===== config.mk =====
export PLATFORM = sky130hd
export DESIGN_NAME = key_conditioner
export DESIGN_NICKNAME = d
export VERILOG_FILES = /design/src/rtl/key_conditioner.sv
export SDC_FILE = /design/constraint.sdc
export NUM_CORES = 1
export LEC_CHECK = 0
export ABC_AREA = 1
export ABC_CLOCK_PERIOD_IN_PS = 1700
export CAP_MARGIN = 20
export CORE_AREA = 10 10 69 71
export DETAILED_ROUTE_END_ITERATION = 7
export DIE_AREA = 0 0 79 81
export SYNTH_ARGS = -nofsm -noshare
export SYNTH_HDL_FRONTEND = slang
export SYNTH_SLANG_ARGS = --single-unit
export TNS_END_PERCENT = 10

===== constraint.sdc =====
create_clock -name Clock -period 1.7 [get_ports Clock]
set_input_delay 0.51 -clock Clock [delete_from_list [all_inputs] [get_ports Clock]]
set_output_delay 0.51 -clock Clock [all_outputs]
set_load 0.005 [all_outputs]

===== src/rtl/key_conditioner.sv =====
`default_nettype none
// key_conditioner: synchronises, debounces and edge-detects the active-low Run pushbutton.
// Optional macro KEYCOND_TOGGLE_EN builds a register that flips on every accepted press.
module key_conditioner #(
  parameter int DEBOUNCE_CYCLES = 50000,
  parameter int CNT_W           = 16
) (
  input  logic Clock,
  input  logic Resetn,
  input  logic KeyRaw,
  output logic Level,
  output logic Press,
  output logic Release,
  output logic Toggle
);

  localparam logic [1:0] IDLE         = 2'd0;
  localparam logic [1:0] PRESS_WAIT   = 2'd1;
  localparam logic [1:0] HELD         = 2'd2;
  localparam logic [1:0] RELEASE_WAIT = 2'd3;

  localparam logic [CNT_W-1:0] CNT_TERM = CNT_W'(DEBOUNCE_CYCLES - 1);
  localparam logic [CNT_W-1:0] CNT_ONE  = CNT_W'(1);

  logic             s1_q, s1_d;
  logic             s2_q, s2_d;
  logic [1:0]       state_q, state_d;
  logic [CNT_W-1:0] cnt_q, cnt_d;
  logic             level_q, level_d;
  logic             press_q, press_d;
  logic             release_q, release_d;
  logic             pressed_s;

  always_comb begin
    s1_d      = KeyRaw;
    s2_d      = s1_q;
    pressed_s = ~s2_q;

    state_d   = state_q;
    cnt_d     = cnt_q;
    level_d   = level_q;
    press_d   = 1'b0;
    release_d = 1'b0;

    // The counter is cleared on every state change and only advances while waiting.
    case (state_q)
      IDLE: begin
        if (pressed_s) begin
          state_d = PRESS_WAIT;
          cnt_d   = '0;
        end
      end
      PRESS_WAIT: begin
        if (!pressed_s) begin
          state_d = IDLE;
          cnt_d   = '0;
        end else if (cnt_q == CNT_TERM) begin
          state_d = HELD;
          level_d = 1'b1;
          press_d = 1'b1;
          cnt_d   = '0;
        end else begin
          cnt_d = cnt_q + CNT_ONE;
        end
      end
      HELD: begin
        if (!pressed_s) begin
          state_d = RELEASE_WAIT;
          cnt_d   = '0;
        end
      end
      RELEASE_WAIT: begin
        if (pressed_s) begin
          state_d = HELD;
          cnt_d   = '0;
        end else if (cnt_q == CNT_TERM) begin
          state_d   = IDLE;
          level_d   = 1'b0;
          release_d = 1'b1;
          cnt_d     = '0;
        end else begin
          cnt_d = cnt_q + CNT_ONE;
        end
      end
      default: begin
        state_d = IDLE;
        cnt_d   = '0;
      end
    endcase
  end

  // Synchroniser resets to "released" so a key held through reset needs a full debounce.
  always_ff @(posedge Clock) begin
    if (!Resetn) begin
      s1_q      <= 1'b1;
      s2_q      <= 1'b1;
      state_q   <= IDLE;
      cnt_q     <= '0;
      level_q   <= 1'b0;
      press_q   <= 1'b0;
      release_q <= 1'b0;
    end else begin
      s1_q      <= s1_d;
      s2_q      <= s2_d;
      state_q   <= state_d;
      cnt_q     <= cnt_d;
      level_q   <= level_d;
      press_q   <= press_d;
      release_q <= release_d;
    end
  end

  assign Level   = level_q;
  assign Press   = press_q;
  assign Release = release_q;

`ifdef KEYCOND_TOGGLE_EN
  logic toggle_q, toggle_d;

  always_comb begin
    toggle_d = toggle_q;
    if (press_d) toggle_d = ~toggle_q;
  end

  always_ff @(posedge Clock) begin
    if (!Resetn) toggle_q <= 1'b0;
    else         toggle_q <= toggle_d;
  end

  assign Toggle = toggle_q;
`else
  assign Toggle = 1'b0;
`endif

endmodule
`default_nettype wire


==> flow_metrics.tcl, run 1 <==
set metrics [dict create \
    viasPerCell 4.712 \
    cp_cell_sequence "clkdlybuf4s50_1" \
    antenna_found_initial 0 \
    synth_top_area_share_pct 34.30 \
    syn_nets 206 \
    post_drt_wl_per_cell_um 11.32 \
    cp.arrival_ns 1.14 \
    synthArstFlopShare_pct 0 \
    cts.sinks 23 \
    synth.yosys.warnings 0 \
    start_util_pct 38.10 \
    clockPowerShare_pct 30.8 \
    io_buffers 5 \
    syn_area_um2 1343 \
    clkLatencyLatePin_ns 0.32 \
    period_minus_slack_ns 1.648 \
    cts.path.max_buffers 2 \
    vias 1225 \
    max_freq_mhz 606.7 \
    required_ns 1.19 \
    rows 22 \
    skew_ns 0.005377 \
    ctsRootBufferMaster "clkbuf_4" \
    hold_class "flip-flop to flip-flop" \
    drtPass1Iterations 4 \
    grt-ovfl-total 0 \
    netlist_instances 202 \
    leakage_nw 0.6379 \
    final_nets 217 \
    status "completed" \
    drtIter0Drc 58 \
    p_comb_share_pct 5.2 \
    synthFlopType "dfxtp_1" \
    placed_area_um2 1463 \
    hold-path-cell-count 1 \
    drive_gt1_share_pct 17.45 \
    antenna_cells 0 \
    critical_path_peak_fanout 1 \
    synth.most_common_cell "nand2_1" \
    r2r_slack_ns 0.22 \
    total_power_mw 0.8500 \
    slew_viol_final 0 \
    htreeDepth 1 \
    io_pins 7 \
    grt_pass1_wl_um 5513 \
    synth-edff-count 0 \
    reg2reg_from "cnt_q[0]$_SDFFE_PN0P_" \
    core-area_um2 3523 \
    setup-tns-final_ns 0 \
    slowest_delay_ns 0.49 \
    synth_cell_types 26 \
    grt_setup_unrepaired "no" \
    period_share_pct 96.96 \
    die-area_um2 6399 \
    internal_power_mw 0.6484 \
    critical-path-slowest-cell "clkdlybuf4s50_1" \
    cts_buffers 3 \
    worstReg2RegEnd "cnt_q[12]$_SDFFE_PN0P_" \
    ant_nets 0 \
    cp-start-kind "flip-flop" \
    grt.total_usage_pct 10.57 \
    critical_path.top_delay_family "buffers and inverters" \
    crit_buf_inv 1 \
    design_area_um2 1493 \
    synth_top_cell_by_area "dfxtp_1" \
    hpwl_um 2291 \
    setup_ws_ns 0.05166 \
    power_frac_seq_pct 64.0 \
    die_x_um 79 \
    criticalPathCategory "flip-flop to output port" \
    drv_cap 0 \
    gp_congestion 0.8231 \
    yosysSeqAreaShare_pct 34.30 \
    p_sw_mw 0.2016 \
    vdd_ir_drop_max_mv 0.3904 \
    powerDensity_nw_per_um2 569.4 \
    netSwitchingFraction_pct 23.72 \
    setup_viol 0 \
    clk_pin_slew_ns 0.13 \
    reg2reg_depth 9 \
    route.detailed.drc 0 \
    hold_start "s1_q$_SDFF_PN1_" \
    avgSynthCellArea_um2 6.646 \
    hold_viol 0 \
    place_worst_setup_slack_ns 0.1415 \
    grt_max_degree 14 \
    cts_tree "done" \
    first_global_vias 1211 \
    end_kind "output port" \
    ys_top_cells_by_area "dfxtp_1, nand2_1, nor2_1, nand3_1, inv_1" \
    die_y_um 81 \
    synth_common_cells "nand2_1, nor2_1, dfxtp_1" \
    hold_path_end "s2_q$_SDFF_PN1_" \
    yosys_register_bits 23 \
    postCtsSetupBuffers 0 \
    wl_um 2942 \
    areaGrowthSynthToFinish_pct 11.18 \
]
==> power groups by stage <==
stage | Sequential, mW | Clock, mW | Combinational [mW]
after global placement | 0.556 | 0 | 0.0444
after global routing | 0.545 | 0.297 | 0.0506
after detailed placement | 0.556 | 0 | 0.0448
after floorplan | 0.555 | 0 | 0.0252
after CTS | 0.544 | 0.282 | 0.0449
final | 0.544 | 0.262 | 0.0444
==> final cells by class <==
class                           count  area [µm²]
Clock buffer                        3       22.52
Clock inverter                      1       5.005
Fill cell                         414        2031
Inverter                           28       108.9
Multi-Input combinational cell    147       745.7
Sequential cell                    23       461.7
Tap cell                           48       60.06
Timing Repair Buffer               10       88.84
==> stage by stage <==
step | instances | util, % | hold WS, ns
after floorplan | 202 | - | 0.3925
after global placement | 256 | 41.51 | 0.4051
after detailed placement | 256 | 41.51 | 0.4082
after CTS | 260 | 42.29 | 0.4413
after global routing | 260 | 42.37 | 0.4726
final | 260 | 42.37 | 0.4330
==> flip-flops by register name (all words and copies together) (netlist names), named ones only <==
| signal | cells |
|---|---|
| Press | 1 |
| Release | 1 |
| Level | 1 |
| s2_q | 1 |
| s1_q | 1 |
| state_q | 1 |
| cnt_q | 16 |
==> layout by cell type (no fill, tap or decap), types with 3 or more instances in the layout <==
| cell | instances |
|---|---|
| inv_2 | 3 |
| dfxtp_1 | 22 |
| nor2_2 | 4 |
| o21ai_0 | 6 |
| nand4_1 | 5 |
| nand2_4 | 4 |
| nand2_1 | 53 |
| nand3_1 | 18 |
| inv_1 | 22 |
| a21oi_1 | 11 |
| buf_4 | 5 |
| clkdlybuf4s50_1 | 3 |
| clkbuf_4 | 3 |
| nand2_2 | 4 |
| nor2_1 | 25 |
| nor2_4 | 6 |
==> worst max path at each step <==
stage | from | end | slack (ns) | cells past startpoint
3_5_place_dp | Resetn | cnt_q[2]$_SDFFE_PN0P_ | 0.14 | 4
5_1_grt | Press$_SDFF_PP0_ | Press | 0.0008 | 1
2_1_floorplan | cnt_q[0]$_SDFFE_PN0P_ | cnt_q[0]$_SDFFE_PN0P_ | 0.41 | 7
3_3_place_gp | Resetn | s1_q$_SDFF_PN1_ | 0.17 | 3
6_report | Press$_SDFF_PP0_ | Press | 0.05 | 1
4_1_cts | Release$_SDFF_PN0_ | Release | 0.02 | 1
==> logic make-up after synthesis <==
group	Yosys count	synth area share, %
and+or+nand+nor	121	43.89
AOI/OAI and AO/OA	22	9.133
buffers and inverters	32	10.16
DFF	23	34.30
other	1	0.2793
adders and majority gates	1	0.9318
xor gates and xnor gates	2	1.305
==> what timing repair did <==
action	CTS	global route
hold buffers	0	0
setup endpoints to repair	1	1
gates resized for setup	2	1
==> routing by layer <==
layer  vias up  track usage (%)  wire (µm)
met3         7            2.980        120
met2        14            15.91       1295
met1       551            13.71       1469
li1        653                -          -
met4         0            4.839         57
met5         -                0          0
No activity file was read; power rests on OpenSTA's default activity.
==> inputs of run 2 (changes only) <==
--- a/config.mk
+++ b/config.mk
@@ -8,9 +8,10 @@
 export ABC_AREA = 1
 export ABC_CLOCK_PERIOD_IN_PS = 1700
 export CAP_MARGIN = 20
-export CORE_AREA = 10 10 69 71
+export CORE_AREA = 10 10 60 62
 export DETAILED_ROUTE_END_ITERATION = 7
-export DIE_AREA = 0 0 79 81
+export DIE_AREA = 0 0 70 72
+export PLACE_DENSITY = 0.74
 export SYNTH_ARGS = -nofsm -noshare
 export SYNTH_HDL_FRONTEND = slang
 export SYNTH_SLANG_ARGS = --single-unit
==> run 2 against run 1 <==
Net effect: utilization is 18 points higher; critical path depth is 6 higher; power is 0.59% lower; largest power group unchanged.
==> flow_metrics.tcl, run 2 (synthesized netlist as in run 1, its figures left out) <==
set metrics [dict create \
    status "completed" \
    clk_pin_slew_ns 0.12 \
    crit_buf_inv 1 \
    die_y_um 72 \
    hold-worst-slack_ns 0.4401 \
    start_util_pct 55.20 \
    required_ns 1.92 \
    instances_no_fill 241 \
    antenna_cells 0 \
    rows 18 \
    grt_setup_unrepaired "no" \
    first_global_vias 1107 \
    setup_viol 0 \
    dpl.cell_count 237 \
    die-area_um2 5040 \
    layout_common_cells "nand2_1, nor2_1, dfxtp_1, inv_1, nand3_1" \
    drtIter0Drc 132 \
    cts_buffers 3 \
    max_freq_mhz 696.1 \
    largest_reg_flops 16 \
    criticalPathCategory "flip-flop to flip-flop" \
    drv_cap 0 \
    antenna_found_initial 0 \
    grt-ovfl-total 0 \
    areaGrowthSynthToFinish_pct 9.413 \
    die_x_um 70 \
    slew_viol_final 0 \
    cpMostUsedCell "nand2_4" \
    hold_viol 0 \
    final_nets 216 \
    total_power_mw 0.8450 \
    critical_path.top_delay_family "simple AND/OR/NAND/NOR gates" \
    io_pins 7 \
    cts_tree "done" \
    drive_gt1_share_pct 17.06 \
    period_share_pct 84.50 \
    powerDensity_nw_per_um2 575.3 \
    viasPerCell 5.041 \
    io_buffers 5 \
    ant_nets 0 \
    vias 1215 \
    drtPass1Iterations 4 \
    wl_um 2789 \
    cp.arrival_ns 1.66 \
    skew_ns 0.01278 \
    post_drt_wl_per_cell_um 11.57 \
    grt_max_degree 15 \
    final_common_cell "nand2_1" \
    vdd_ir_drop_max_mv 0.4881 \
    top_register "cnt_q" \
    place_worst_setup_slack_ns 0.1659 \
    route.detailed.drc 0 \
    end_kind "flip-flop" \
    gp_congestion 0.8727 \
    core-area_um2 2432 \
    grt_pass1_wl_um 4781 \
    cts.sinks 23 \
    leakage_nw 0.6658 \
    fill_cells 228 \
    final_util_pct 60.39 \
    setup_ws_ns 0.2634 \
    hpwl_um 2175 \
    clkLatencyLatePin_ns 0.32 \
    critical-path-slowest-cell "dfxtp_1" \
    htreeDepth 1 \
    placed_area_um2 1433 \
    cp-start-kind "flip-flop" \
    design_area_um2 1469 \
    critical_path_peak_fanout 9 \
    period_minus_slack_ns 1.437 \
    cp_cell_sequence "ha_1 > nand3_1 > nor2_4 > nand2_4 > nand2_4 > inv_4 > o21a_1" \
    holdBufCountCts 0 \
    ctsRootBufferMaster "clkbuf_4" \
    grt.total_usage_pct 11.03 \
    postCtsSetupBuffers 0 \
    slowest_delay_ns 0.39 \
    setup-tns-final_ns 0 \
    hold_class "flip-flop to flip-flop" \
    cts.path.max_buffers 2 \
]
[run 2: cell types whose count changed in the layout (fill, tap and decap cells not counted)]
cell             before  now
dlymetal6s2s_1        1    3
buf_4                 5    4
clkdlybuf4s50_1       3    2
dlygate4sd2_1         1    0
[run 2: final timing paths]
kind,cells past startpoint,to,startpoint,slack [ns]
hold reg to reg,1,s2_q$_SDFF_PN1_,s1_q$_SDFF_PN1_,0.44
hold / removal,1,s2_q$_SDFF_PN1_,s1_q$_SDFF_PN1_,0.44
setup reg to reg,7,cnt_q[0]$_SDFFE_PN0P_,cnt_q[0]$_SDFFE_PN0P_,0.26
setup / recovery,7,cnt_q[0]$_SDFFE_PN0P_,cnt_q[0]$_SDFFE_PN0P_,0.26
[run 2: report_power, final]
part | switching, mW | internal, mW | leakage (nW)
sequential | 0.00188 | 0.542 | 0.186
clock | 0.171 | 0.0881 | 0.0177
combinational | 0.0249 | 0.0169 | 0.462
[run 2: timing repair]
item | CTS | global route
setup endpoints to repair | 1 | 3
hold endpoints to repair | 0 | 0
resized for setup | 1 | 3
[run 2: cell type report]
cell class	count	area, µm²	share of cell area (%)
Multi-Input combinational cell	147	745.7	50.77
Tap cell	30	37.54	2.555
Sequential cell	23	461.7	31.43
Inverter	28	108.9	7.411
Clock inverter	1	5.005	0.3407
Timing Repair Buffer	9	87.58	5.963
Clock buffer	3	22.52	1.533
[run 2: metal layers]
layer | part of all wire (%) | track usage [%] | vias to the layer above
met3 | 3.2 | 1.769 | 6
met2 | 48 | 19.13 | 22
met5 | 0 | 0 | -
met1 | 48 | 13.26 | 543
li1 | - | - | 644
met4 | 1.5 | 4.386 | 0
==> inputs of run 3 (changes only) <==
--- a/config.mk
+++ b/config.mk
@@ -6,7 +6,7 @@
 export NUM_CORES = 1
 export LEC_CHECK = 0
 export ABC_AREA = 1
-export ABC_CLOCK_PERIOD_IN_PS = 1700
+export ABC_CLOCK_PERIOD_IN_PS = 1400
 export CAP_MARGIN = 20
 export CORE_AREA = 10 10 60 62
 export DETAILED_ROUTE_END_ITERATION = 7
==> constraint.sdc (replaced) <==
create_clock -name Clock -period 1.4 [get_ports Clock]
set_input_delay 0.42 -clock Clock [delete_from_list [all_inputs] [get_ports Clock]]
set_output_delay 0.42 -clock Clock [all_outputs]
set_load 0.005 [all_outputs]
==> run 3 against run 2 <==
Net effect: non-clock buffer count grew 12; via count rose by 5.8%; critical path type is now flip-flop to output port; flip-flop and latch count unchanged; critical path depth shrank 6; critical endpoint is now Level.
==> flow_metrics.tcl, run 3 (synthesized netlist as in run 1, its figures left out) <==
set metrics [dict create \
    largest_reg_flops 16 \
    cts.sinks 23 \
    slowest_delay_ns 0.35 \
    htreeDepth 1 \
    cp_cell_sequence "dlygate4sd2_1" \
    io_pins 7 \
    fill_cells 209 \
    hold_viol 0 \
    critical-path-slowest-cell "dfxtp_2" \
    internal_power_mw 0.7895 \
    core-area_um2 2432 \
    cts_buffers 3 \
    antenna_found_initial 0 \
    cp.arrival_ns 0.92 \
    vdd_ir_drop_max_mv 0.7268 \
    hpwl_um 2248 \
    gp_congestion 0.9285 \
    skew_ns 0.003066 \
    grt_pass1_wl_um 5257 \
    hold-worst-slack_ns 0.4284 \
    wl_um 3147 \
    first_global_vias 1202 \
    holdBufCountCts 0 \
    criticalPathCategory "flip-flop to output port" \
    critical_path_peak_fanout 2 \
    grt-ovfl-total 0 \
    p_comb_share_pct 5.7 \
    period_share_pct 95.94 \
    crit_buf_inv 1 \
    layout_common_cells "nand2_1, nor2_1, inv_1" \
    final_nets 228 \
    slew_viol_final 0 \
    clkLatencyLatePin_ns 0.32 \
    setup-tns-final_ns 0 \
    io_buffers 5 \
    clk_pin_slew_ns 0.13 \
    cts_tree "done" \
    viasPerCell 5.083 \
    ctsRootBufferMaster "clkbuf_4" \
    route.detailed.drc 0 \
    drtIter0Drc 98 \
    cts.path.max_buffers 2 \
    die_y_um 72 \
    final_common_cell "nand2_1" \
    p_sw_mw 0.2454 \
    netSwitchingFraction_pct 23.72 \
    die-area_um2 5040 \
    top_register "cnt_q" \
    areaGrowthSynthToFinish_pct 19.48 \
    final_util_pct 65.95 \
    vias 1286 \
    leakage_nw 0.7075 \
    power_frac_seq_pct 63.8 \
    die_x_um 70 \
    period_minus_slack_ns 1.343 \
    status "completed" \
    post_drt_wl_per_cell_um 12.44 \
    required_ns 0.98 \
    max_freq_mhz 744.5 \
    clockPowerShare_pct 30.6 \
    end_kind "output port" \
    powerDensity_nw_per_um2 645.2 \
    grt_max_degree 14 \
    antenna_cells 0 \
    rows 18 \
    drv_cap 0 \
    setup_viol 0 \
    cp-start-kind "flip-flop" \
    grt_setup_unrepaired "yes" \
    ant_nets 0 \
    total_power_mw 1.035 \
    start_util_pct 55.20 \
    drive_gt1_share_pct 28.70 \
    drtPass1Iterations 4 \
    critical_path.top_delay_family "flip-flops" \
    hold_class "flip-flop to flip-flop" \
    grt.total_usage_pct 12.16 \
]
[run 3: cell count changes in the layout (fill, tap and decap cells not counted), sizes merged]
cell | before | now
dlymetal6s2s | 3 | 0
clkinv | 3 | 2
dlygate4sd2 | 0 | 3
inv | 26 | 27
buf | 4 | 16
[run 3: layout make-up]
class | instances | area, µm² | share of cell area [%]
Sequential cell | 23 | 474.2 | 29.56
Clock inverter | 1 | 5.005 | 0.3120
Multi-Input combinational cell | 147 | 785.8 | 48.99
Tap cell | 30 | 37.54 | 2.340
Clock buffer | 3 | 22.52 | 1.404
Timing Repair Buffer | 21 | 166.4 | 10.37
Inverter | 28 | 112.6 | 7.020
[run 3: final timing paths]
path	from	end	slack (ns)	cells after the start
setup / recovery	Level$_SDFFE_PN0P_	Level	0.06	1
hold / removal	s1_q$_SDFF_PN1_	s2_q$_SDFF_PN1_	0.43	1
setup reg to reg	cnt_q[1]$_SDFFE_PN0P_	cnt_q[12]$_SDFFE_PN0P_	0.08	9
hold reg to reg	s1_q$_SDFF_PN1_	s2_q$_SDFF_PN1_	0.43	1
[run 3: repair_timing]
item | 4_1_cts | 5_1_grt
buffers inserted | 0 | 2
gates resized for setup | 5 | 20
pin swaps | 0 | 9
endpoints found under the setup margin | 7 | 18
[run 3: power groups by stage]
stage	clock, mW	combinational (mW)	sequential [mW]
after global routing	0.344	0.0645	0.661
after CTS	0.327	0.0559	0.660
final	0.316	0.0587	0.660
after detailed placement	0	0.0558	0.675
after floorplan	0	0.0305	0.674
after global placement	0	0.0541	0.675
[run 3: worst reg2reg max path: stages (launching register included)]
cell,delay (ns)
dfxtp_2,0.37
ha_4,0.17
nand2_4,0.07
nor2_4,0.18
nand3_2,0.11
nor2_1,0.12
nand3_1,0.07
nand2_1,0.06
nand2_1,0.04
nor2_1,0.08
[run 3: per-layer routing]
layer  vias to the layer above  GRT usage [%]  share of wire, %
li1                        668              -                 -
met1                       583          15.07                46
met2                        25          20.24                47
met3                        10          2.177               3.7
met4                         0          5.044               2.9
met5                         -              0                 0
[run 3: through the flow]
stage	setup slack (ns)	instances	instance area (µm²)
after floorplan	0.1066	202	1343
after global placement	0.0008545	247	1508
after detailed placement	-0.04432	247	1508
after CTS	0.01166	251	1538
after global routing	-0.04548	253	1604
final	0.05688	253	1604
